File: src/rtl/mem_stage_lsu.sv
// rtl/mem_stage_lsu.sv - MEM-stage load/store unit with req/ack data-memory port
module mem_stage_lsu #(
    parameter int TIMEOUT_CYCLES = 64
) (
    input  logic        clk,
    input  logic        rst,
    input  logic        MemWrite_M,
    input  logic [1:0]  ResultSrc_M,
    input  logic [2:0]  Funct3_M,
    input  logic [31:0] ALUResult_M,
    input  logic [31:0] WriteData_M,
    output logic        dmem_req,
    output logic        dmem_we,
    output logic [31:0] dmem_addr,
    output logic [31:0] dmem_wdata,
    output logic [3:0]  dmem_be,
    input  logic [31:0] dmem_rdata,
    input  logic        dmem_ack,
    output logic [31:0] ReadData_M,
    output logic        Stall_M,
    output logic        MisalignErr_M,
    output logic        BusErr_M
);

    typedef enum logic [1:0] {
        S_IDLE   = 2'd0,
        S_ACCESS = 2'd1,
        S_DONE   = 2'd2
    } state_t;

    state_t state_q, state_d;

    // Decode of the instruction currently held in the EX/MEM register
    logic is_store, is_load, is_access;
    logic size_legal, aligned;
    logic access_ok, access_bad;
    logic start;

    // Store lane formatting computed from the live inputs, captured at start
    logic [31:0] lane_wdata;
    logic [3:0]  lane_be;

    // Request registers: hold the bus signals stable for the whole transaction
    logic [31:0] req_addr_q;
    logic        req_we_q;
    logic [31:0] req_wdata_q;
    logic [3:0]  req_be_q;
    logic [2:0]  req_funct3_q;
    logic [1:0]  req_lo_q;

    // Cycles spent in ACCESS without an acknowledge
    logic [7:0]  wait_cnt_q;
    logic [8:0]  wait_inc;
    logic        timeout_hit;

    // Load extraction
    logic [31:0] rdata_shifted;
    logic [31:0] load_ext;

    logic [31:0] read_data_q;
    logic        bus_err_q;

    // Classify the presented access as legal/aligned or faulty
    always_comb begin
        is_store  = MemWrite_M;
        is_load   = (ResultSrc_M == 2'b01) && !MemWrite_M;
        is_access = is_store || is_load;

        size_legal = 1'b0;
        case (Funct3_M)
            3'b000, 3'b001, 3'b010: size_legal = 1'b1;
            3'b100, 3'b101:         size_legal = is_load;
            default:                size_legal = 1'b0;
        endcase

        aligned = 1'b1;
        case (Funct3_M[1:0])
            2'b01:   aligned = !ALUResult_M[0];
            2'b10:   aligned = (ALUResult_M[1:0] == 2'b00);
            default: aligned = 1'b1;
        endcase

        access_ok  = is_access && size_legal && aligned;
        access_bad = is_access && !(size_legal && aligned);
    end

    assign start = (state_q == S_IDLE) && access_ok;

    // Replicate store data across lanes and pick the byte enables
    always_comb begin
        lane_wdata = '0;
        lane_be    = 4'b1111;
        if (is_store) begin
            case (Funct3_M[1:0])
                2'b00: begin
                    lane_wdata = {4{WriteData_M[7:0]}};
                    lane_be    = 4'b0001 << ALUResult_M[1:0];
                end
                2'b01: begin
                    lane_wdata = {2{WriteData_M[15:0]}};
                    lane_be    = ALUResult_M[1] ? 4'b1100 : 4'b0011;
                end
                default: begin
                    lane_wdata = WriteData_M;
                    lane_be    = 4'b1111;
                end
            endcase
        end
    end

    // Timeout fires on the ACCESS cycle that would bring the wait count to the limit
    always_comb begin
        wait_inc    = {1'b0, wait_cnt_q} + 9'd1;
        timeout_hit = (wait_inc == 9'(TIMEOUT_CYCLES));
    end

    // State register
    always_ff @(posedge clk) begin
        if (rst) begin
            state_q <= S_IDLE;
        end else begin
            state_q <= state_d;
        end
    end

    // Next-state logic; DONE ignores the inputs so a completed instruction never re-triggers
    always_comb begin
        state_d = state_q;
        case (state_q)
            S_IDLE: begin
                if (access_ok) begin
                    state_d = S_ACCESS;
                end
            end
            S_ACCESS: begin
                if (dmem_ack || timeout_hit) begin
                    state_d = S_DONE;
                end
            end
            S_DONE: begin
                state_d = S_IDLE;
            end
            default: begin
                state_d = S_IDLE;
            end
        endcase
    end

    // Capture the request at the detect edge; held until the next access starts
    always_ff @(posedge clk) begin
        if (rst) begin
            req_addr_q   <= '0;
            req_we_q     <= 1'b0;
            req_wdata_q  <= '0;
            req_be_q     <= '0;
            req_funct3_q <= '0;
            req_lo_q     <= '0;
        end else if (start) begin
            req_addr_q   <= {ALUResult_M[31:2], 2'b00};
            req_we_q     <= is_store;
            req_wdata_q  <= lane_wdata;
            req_be_q     <= lane_be;
            req_funct3_q <= Funct3_M;
            req_lo_q     <= ALUResult_M[1:0];
        end
    end

    // Count unacknowledged ACCESS cycles; cleared outside ACCESS
    always_ff @(posedge clk) begin
        if (rst) begin
            wait_cnt_q <= '0;
        end else if ((state_q == S_ACCESS) && !dmem_ack && !timeout_hit) begin
            wait_cnt_q <= wait_inc[7:0];
        end else begin
            wait_cnt_q <= '0;
        end
    end

    // Select the addressed byte/half from the returned word and extend it
    always_comb begin
        rdata_shifted = dmem_rdata >> {req_lo_q, 3'b000};
        case (req_funct3_q)
            3'b000:  load_ext = {{24{rdata_shifted[7]}}, rdata_shifted[7:0]};
            3'b100:  load_ext = {24'd0, rdata_shifted[7:0]};
            3'b001:  load_ext = {{16{rdata_shifted[15]}}, rdata_shifted[15:0]};
            3'b101:  load_ext = {16'd0, rdata_shifted[15:0]};
            default: load_ext = dmem_rdata;
        endcase
    end

    // Load result: updated on ack, zeroed on timeout, otherwise held
    always_ff @(posedge clk) begin
        if (rst) begin
            read_data_q <= '0;
        end else if ((state_q == S_ACCESS) && !req_we_q) begin
            if (dmem_ack) begin
                read_data_q <= load_ext;
            end else if (timeout_hit) begin
                read_data_q <= '0;
            end
        end
    end

    // Bus error is raised for the DONE cycle that follows a timeout
    always_ff @(posedge clk) begin
        if (rst) begin
            bus_err_q <= 1'b0;
        end else if ((state_q == S_ACCESS) && !dmem_ack && timeout_hit) begin
            bus_err_q <= 1'b1;
        end else if (state_q == S_DONE) begin
            bus_err_q <= 1'b0;
        end
    end

    assign dmem_req      = (state_q == S_ACCESS);
    assign dmem_we       = (state_q == S_ACCESS) && req_we_q;
    assign dmem_addr     = req_addr_q;
    assign dmem_wdata    = req_wdata_q;
    assign dmem_be       = req_be_q;
    assign ReadData_M    = read_data_q;
    assign BusErr_M      = bus_err_q;
    assign Stall_M       = start || (state_q == S_ACCESS);
    assign MisalignErr_M = (state_q == S_IDLE) && access_bad;

endmodule

File: config.mk
export PLATFORM = sky130hd
export DESIGN_NAME = mem_stage_lsu
export DESIGN_NICKNAME = d
export VERILOG_FILES = /design/src/rtl/mem_stage_lsu.sv
export SDC_FILE = /design/constraint.sdc
export NUM_CORES = 1
export LEC_CHECK = 0
export ABC_AREA = 1
export BUFFER_PORTS_ARGS = -buffer_cell sky130_fd_sc_hd__buf_2
export CORE_AREA = 10 10 162 164
export CTS_BUF_LIST = sky130_fd_sc_hd__clkbuf_4 sky130_fd_sc_hd__clkbuf_8
export DETAILED_ROUTE_END_ITERATION = 7
export DIE_AREA = 0 0 172 174
export PLACE_DENSITY = 0.42
export SYNTH_ARGS = -nofsm -noshare
export SYNTH_HDL_FRONTEND = slang
export SYNTH_SLANG_ARGS = --single-unit
File: constraint.sdc
create_clock -name clk -period 2.2 [get_ports clk]
set_input_delay 0.11 -clock clk [delete_from_list [all_inputs] [get_ports clk]]
set_output_delay 0.11 -clock clk [all_outputs]
set_load 0.02 [all_outputs]
After elaboration in Yosys (flattened, before gate mapping)
Cells that the tools add are included.
Operators by class
  add/sub/neg operators: 1
  equal/unequal tests: 15
  shift operators: 2
  multiplexer cells: 15
  bitwise logic cells: 1
  reductions and logical operators: 33
Operator list (count)
  one-hot mux 32 bit (4 select lines): 1
  two-way mux 32 bit: 3
  one-hot mux 32 bit (2 select lines): 1
  >> shifter 32 x 5 -> 16 bit: 1
  == test 3 bit (second input constant): 4
  logical AND 1 bit: 12
  adder 8 x 1 -> 9 bit (second input constant): 1
  == test 9 x 7 -> 1 bit (second input constant): 1
  two-way mux 4 bit: 2
  one-hot mux 4 bit (2 select lines): 1
  == test 2 x 1 -> 1 bit (second input constant): 3
  == test 3 x 1 -> 1 bit (second input constant): 2
  zero test 1 bit: 6
  zero test 2 bit: 3
  zero test 3 bit: 2
  == test 2 bit (second input constant): 2
  two-way mux 2 bit: 2
  one-hot mux 1 bit (2 select lines): 2
  one-hot mux 2 bit (2 select lines): 1
  AND reduction 2 bit: 2
  nonzero test 2 bit: 2
  OR reduction 2 bit: 2
  left shift 1 x 2 -> 4 bit (first input constant): 1
  == test 3 x 2 -> 1 bit (second input constant): 1
  6 further kinds: 9
Word-level totals
  bits in registers: 115
  bits of input ports: 105
  output and inout port bits: 105

Logic depth before layout (Yosys ltp)
  depth after elaboration: 7
  depth in mapped cells: 12

Worst setup path after synthesis
Ideal clock, no wire load.
  path type: register -> register
  from: reg wait_cnt_q[0]
  to: reg state_q[0]
  setup time: 0.126 ns
  data arrival time: 1.536 ns
  data required time: 2.074 ns
  path slack: 0.538 ns
  stages on the path, launching flop included: 12
  path buffers: 1
  clock period less this slack: 1.662 ns
  path through: dfxtp_1 > ha_1 > nand3_1 > o21bai_1 > nand2_1 > nor2_1 > nand3_1 > nand2_1 > buf_4 > nor2_4 > nand2_2 > o21ai_1
On the way
  longest elaborated chain between the ends: 5
Ends and longest elaborated chain
  start: declaration: RTL line 52  | logic [7:0] wait_cnt_q;
  start signal: assignment: RTL line 173  | wait_cnt_q <= wait_inc[7:0];
  adder 8 x 1 -> 9 bit: RTL line 113  | wait_inc = {1'b0, wait_cnt_q} + 9'd1;
  == test 9 x 7 -> 1 bit: RTL line 114  | timeout_hit = (wait_inc == 9'(TIMEOUT_CYCLES));
  logical OR 1 bit: RTL line 136  | if (dmem_ack || timeout_hit) begin
  != test 2 x 1 -> 1 bit (no source line)
  AND reduction 2 bit (no source line)
  end signal: assignment: RTL line 122  | state_q <= state_d;
  end: declaration: RTL line 31  | state_t state_q, state_d;
Every way passes these cells.
A chain may end at the register's enable or synchronous reset.

Worst setup path after layout
  from: reg wait_cnt_q[0]
  to: reg read_data_q[13], in the netlist ReadData_M[13]
On the way
  longest elaborated chain between the ends: 4
Ends and longest elaborated chain
  adder 8 x 1 -> 9 bit: RTL line 113
  == test 9 x 7 -> 1 bit: RTL line 114
  nonzero test 2 bit (no source line)
  AND reduction 2 bit (no source line)
  end signal: assignment: RTL line 197  | read_data_q <= load_ext;
  end: declaration: RTL line 60  | logic [31:0] read_data_q;
Every way passes these cells.

==> metrics.log <==
INFO  metric synthDominantCellAreaShare = 40.91%
INFO  metric floorplan.die_area = 0.02993 mm²
INFO  metric clock_path_buffers = 2
INFO  metric fin_total_pwr = 5333 µW
INFO  metric place_worst_setup_slack = 0.1442 ns
INFO  metric place.gp.congestion = 0.8611
INFO  metric timing_hold_violations_final = 0
INFO  metric grt_start_max_net_pins = 65
INFO  metric synth-seq-area-share = 40.91%
INFO  metric timing.final.setup_violations = 0
INFO  metric cp.buffers_inverters = 1
INFO  metric synth_area_per_cell = 6.880 µm²
INFO  metric insertion_delay = 0.44 ns
INFO  metric layout.cells.non_filler = 1355
INFO  metric yosys.area.top_type = dfxtp_1
INFO  metric floorplan.core_area = 0.02312 mm²
INFO  metric grt_usage = 13.96%
INFO  metric irDropWorstVdd = 0.0003407 V
INFO  metric power.leakage = 0.003547 µW
INFO  metric syn_std_cell_area = 0.005628 mm²
INFO  metric power.density_cell_area = 684.7 mW/mm²
INFO  metric asyncSetResetFlopFracSynth = 0%
INFO  metric crit_path_top_delay_cell = dfxtp_1
INFO  metric run_status = finished clean
INFO  metric chipWidth = 172 µm
INFO  metric post-route-min-period = 1.993 ns
INFO  metric worst-path-max-fanout = 25
INFO  metric initial_core_util = 24.34%
INFO  metric cts_inserted_buffers = 17
INFO  metric nets = 1161
INFO  metric htree_num_levels = 4
INFO  metric timing.critical_path.arrival = 2.29 ns
INFO  metric crit_path_end_kind = register
INFO  metric drt_first_iter_violations = 398
INFO  metric clk_pin_slew = 0.09 ns
INFO  metric cell_family_with_most_cp_delay = simple AND/OR/NAND/NOR gates
INFO  metric tritoncts = built
INFO  metric post_cts.repair.setup_buffers = 0
INFO  metric drt_drc_violations_left = 0
INFO  metric layout_setup_ws = 0.2066 ns
INFO  metric cp.required = 2.50 ns
INFO  metric timing.critical_path.cells = ha_1, nand3_1, o21bai_1, nand2_1, nor2_1, nand3_1, nand2_4, buf_12, nand2_2, nand2_1, a21oi_1
INFO  metric timing_max_transition_violations_final = 0
INFO  metric routedWlPerCell = 15.80 µm
INFO  metric synth_warnings = 0
INFO  metric row_count = 56
INFO  metric utilization = 33.69%
INFO  metric post_synth_inst_count = 818
INFO  metric syn_to_final_growth = 38.39%
INFO  metric netlist_top_cells_area = dfxtp_1 41%, nand2_1 10%, a21oi_1 10%
INFO  metric synth_top_cells_by_count = 156 x nand2_1, 138 x nor2_1, 116 x a21oi_1
INFO  metric hold_path.class = in2reg
INFO  metric num_io_pins = 210
INFO  metric route.final.wire_length = 21410 µm
INFO  metric netlist-cell-type-count = 35
INFO  metric delay_of_the_slowest_cell_on_the_worst_path = 0.40 ns
INFO  metric antenna_left = 0
INFO  metric synth_seq_cells = 115
INFO  metric max_slew.worst_pin.slew = 0.5426 ns
INFO  metric yosys.cell_count.top_type = nand2_1
INFO  metric place.port_buffers = 207
INFO  metric wire_length_of_the_first_global_routing_pass = 33490 µm
INFO  metric cts_sinks = 115
INFO  metric rsz0062_at_grt = no
INFO  metric die_h = 174 µm
INFO  metric via_count_of_the_first_global_routing_pass = 6134
INFO  metric detailedPlacementHpwl = 15370 µm
INFO  metric grt_antenna_before_repair = 4
INFO  metric top_usage_layer = met2
INFO  metric count_of_tritonroute_iterations_in_the_first_routing_pass = 4
INFO  metric fin_worst_skew = 0.01338 ns
INFO  metric share_of_layout_cells_above_drive_strength_1 = 27.82%
INFO  metric timing.slew.headroom = 63.83%
INFO  metric fin_crit_sh = 90.61%
INFO  metric critical_path.startpoint_type = register
INFO  metric synth_enable_flop_cells = 0
INFO  metric critical_path_class = reg2reg
INFO  metric globalRouteOverflowTotal = 0
INFO  metric globalRouteMet1Util = 17.58%
INFO  metric groute.layer.met2.usage = 21.32%
INFO  metric clock-root-buffer = clkbuf_8
INFO  metric placed_cells_incl_taps = 1279
INFO  metric fin_setup_tns = 0 ns
INFO  metric fmax = 501.6 MHz
INFO  metric max_cap_violations = 0
INFO  metric dominantRegCellSynth = dfxtp_1
INFO  metric drt-vias-per-instance = 4.494
INFO  metric via_count = 6090
INFO  metric grtUsageMet3 = 6.230%
==> cell type report <==
type / count / area, µm²
inverters: 46 / 175.2
multi-input cells: 600 / 2877
fillers: 2586 / 15330
diodes: 1 / 2.502
well taps: 290 / 362.8
clock inverters: 15 / 158.9
flip-flops and latches: 115 / 2302
clock buffers: 17 / 234.0
repair buffers: 271 / 1677
==> report_power, final <==
part | total (µW) | internal, µW | leakage [µW] | switching, µW
clock | 2020 | 1010 | 0.000181 | 1010
combinational | 1080 | 412 | 0.00243 | 672
sequential | 2230 | 2170 | 0.000933 | 52.2
==> logic make-up (layout without fill, tap and decap cells) <==
kind of cell,Yosys count,count (layout),share of synthesized area (%)
multiplexers,8,8,1.601
other,1,3,0.06663
XOR/XNOR,3,3,0.4670
buffers and inverters,104,349,8.359
flip-flops,115,115,40.91
AND/OR/NAND/NOR,373,373,27.59
AO/OA/AOI/OAI,209,209,19.90
adder cells (fa/ha/maj),5,5,1.112
==> registers in the layout, summed over array words and instances (netlist names) <==
signal        count
req_funct3_q      3
BusErr_M          1
ReadData_M       32
req_we_q          1
dmem_wdata       32
dmem_addr        30
wait_cnt_q        8
dmem_be           4
req_lo_q          2
state_q           2
==> worst reg2reg max path, stage by stage (launching register included) <==
cell and delay, ns:
dfxtp_1 0.40, ha_1 0.22, nand3_1 0.14, o21bai_1 0.15, nand2_1 0.08, nor2_1 0.10
nand3_1 0.13, nand2_4 0.16, buf_12 0.19, nand2_2 0.13, nand2_1 0.09, a21oi_1 0.05
==> worst paths after layout <==
check                                                  from  slack, ns                          end  cells after the start
worst max-delay path               wait_cnt_q[0]$_SDFF_PP0_       0.21  ReadData_M[13]$_SDFFE_PP0P_                     11
worst min-delay path                        WriteData_M[20]       0.05  dmem_wdata[20]$_SDFFE_PP0P_                      4
worst max register to register     wait_cnt_q[0]$_SDFF_PP0_       0.21  ReadData_M[13]$_SDFFE_PP0P_                     11
worst min register to register  ReadData_M[11]$_SDFFE_PP0P_       0.46  ReadData_M[11]$_SDFFE_PP0P_                      2
==> metrics by stage <==
stage	area [µm²]	hold slack [ns]
floorplan	5632	0.2449
global placement	6940	0.3346
detailed placement	6940	0.3414
CTS	7754	0.006508
global route	7786	0.01897
finish	7789	0.04514
==> cells in the final DEF (no fill, tap or decap), drive strengths merged <==
master / Yosys / final
o211ai: 9 / 9
dlygate4sd3: 0 / 42
dfxtp: 115 / 115
nand3b: 1 / 1
nand2: 159 / 159
a22oi: 6 / 6
clkinvlp: 0 / 6
nand3: 43 / 43
bufinv: 0 / 2
ha: 5 / 5
mux2: 8 / 8
conb: 1 / 2
nor3: 21 / 21
a21boi: 8 / 8
diode: 0 / 1
a21oi: 116 / 116
xor2: 1 / 1
clkbuf: 31 / 18
o21ai: 67 / 67
clkinv: 3 / 7
inv: 43 / 46
o21bai: 2 / 2
buf: 27 / 228
nor2: 144 / 144
o22ai: 1 / 1
or2: 5 / 5
xnor2: 2 / 2
==> what timing repair did <==
action                                  4_1_cts  5_1_grt
resized for setup                             0        2
hold buffers                                 42        0
hold endpoints to repair                     44        0
endpoints found under the setup margin        0        8
==> metal layers <==
metal	up-vias	routed length (µm)
met5	-	46
met4	6	144
met3	14	2020
met2	169	9369
met1	2754	9827
li1	3147	-
Power figures use the tool's default switching activity.
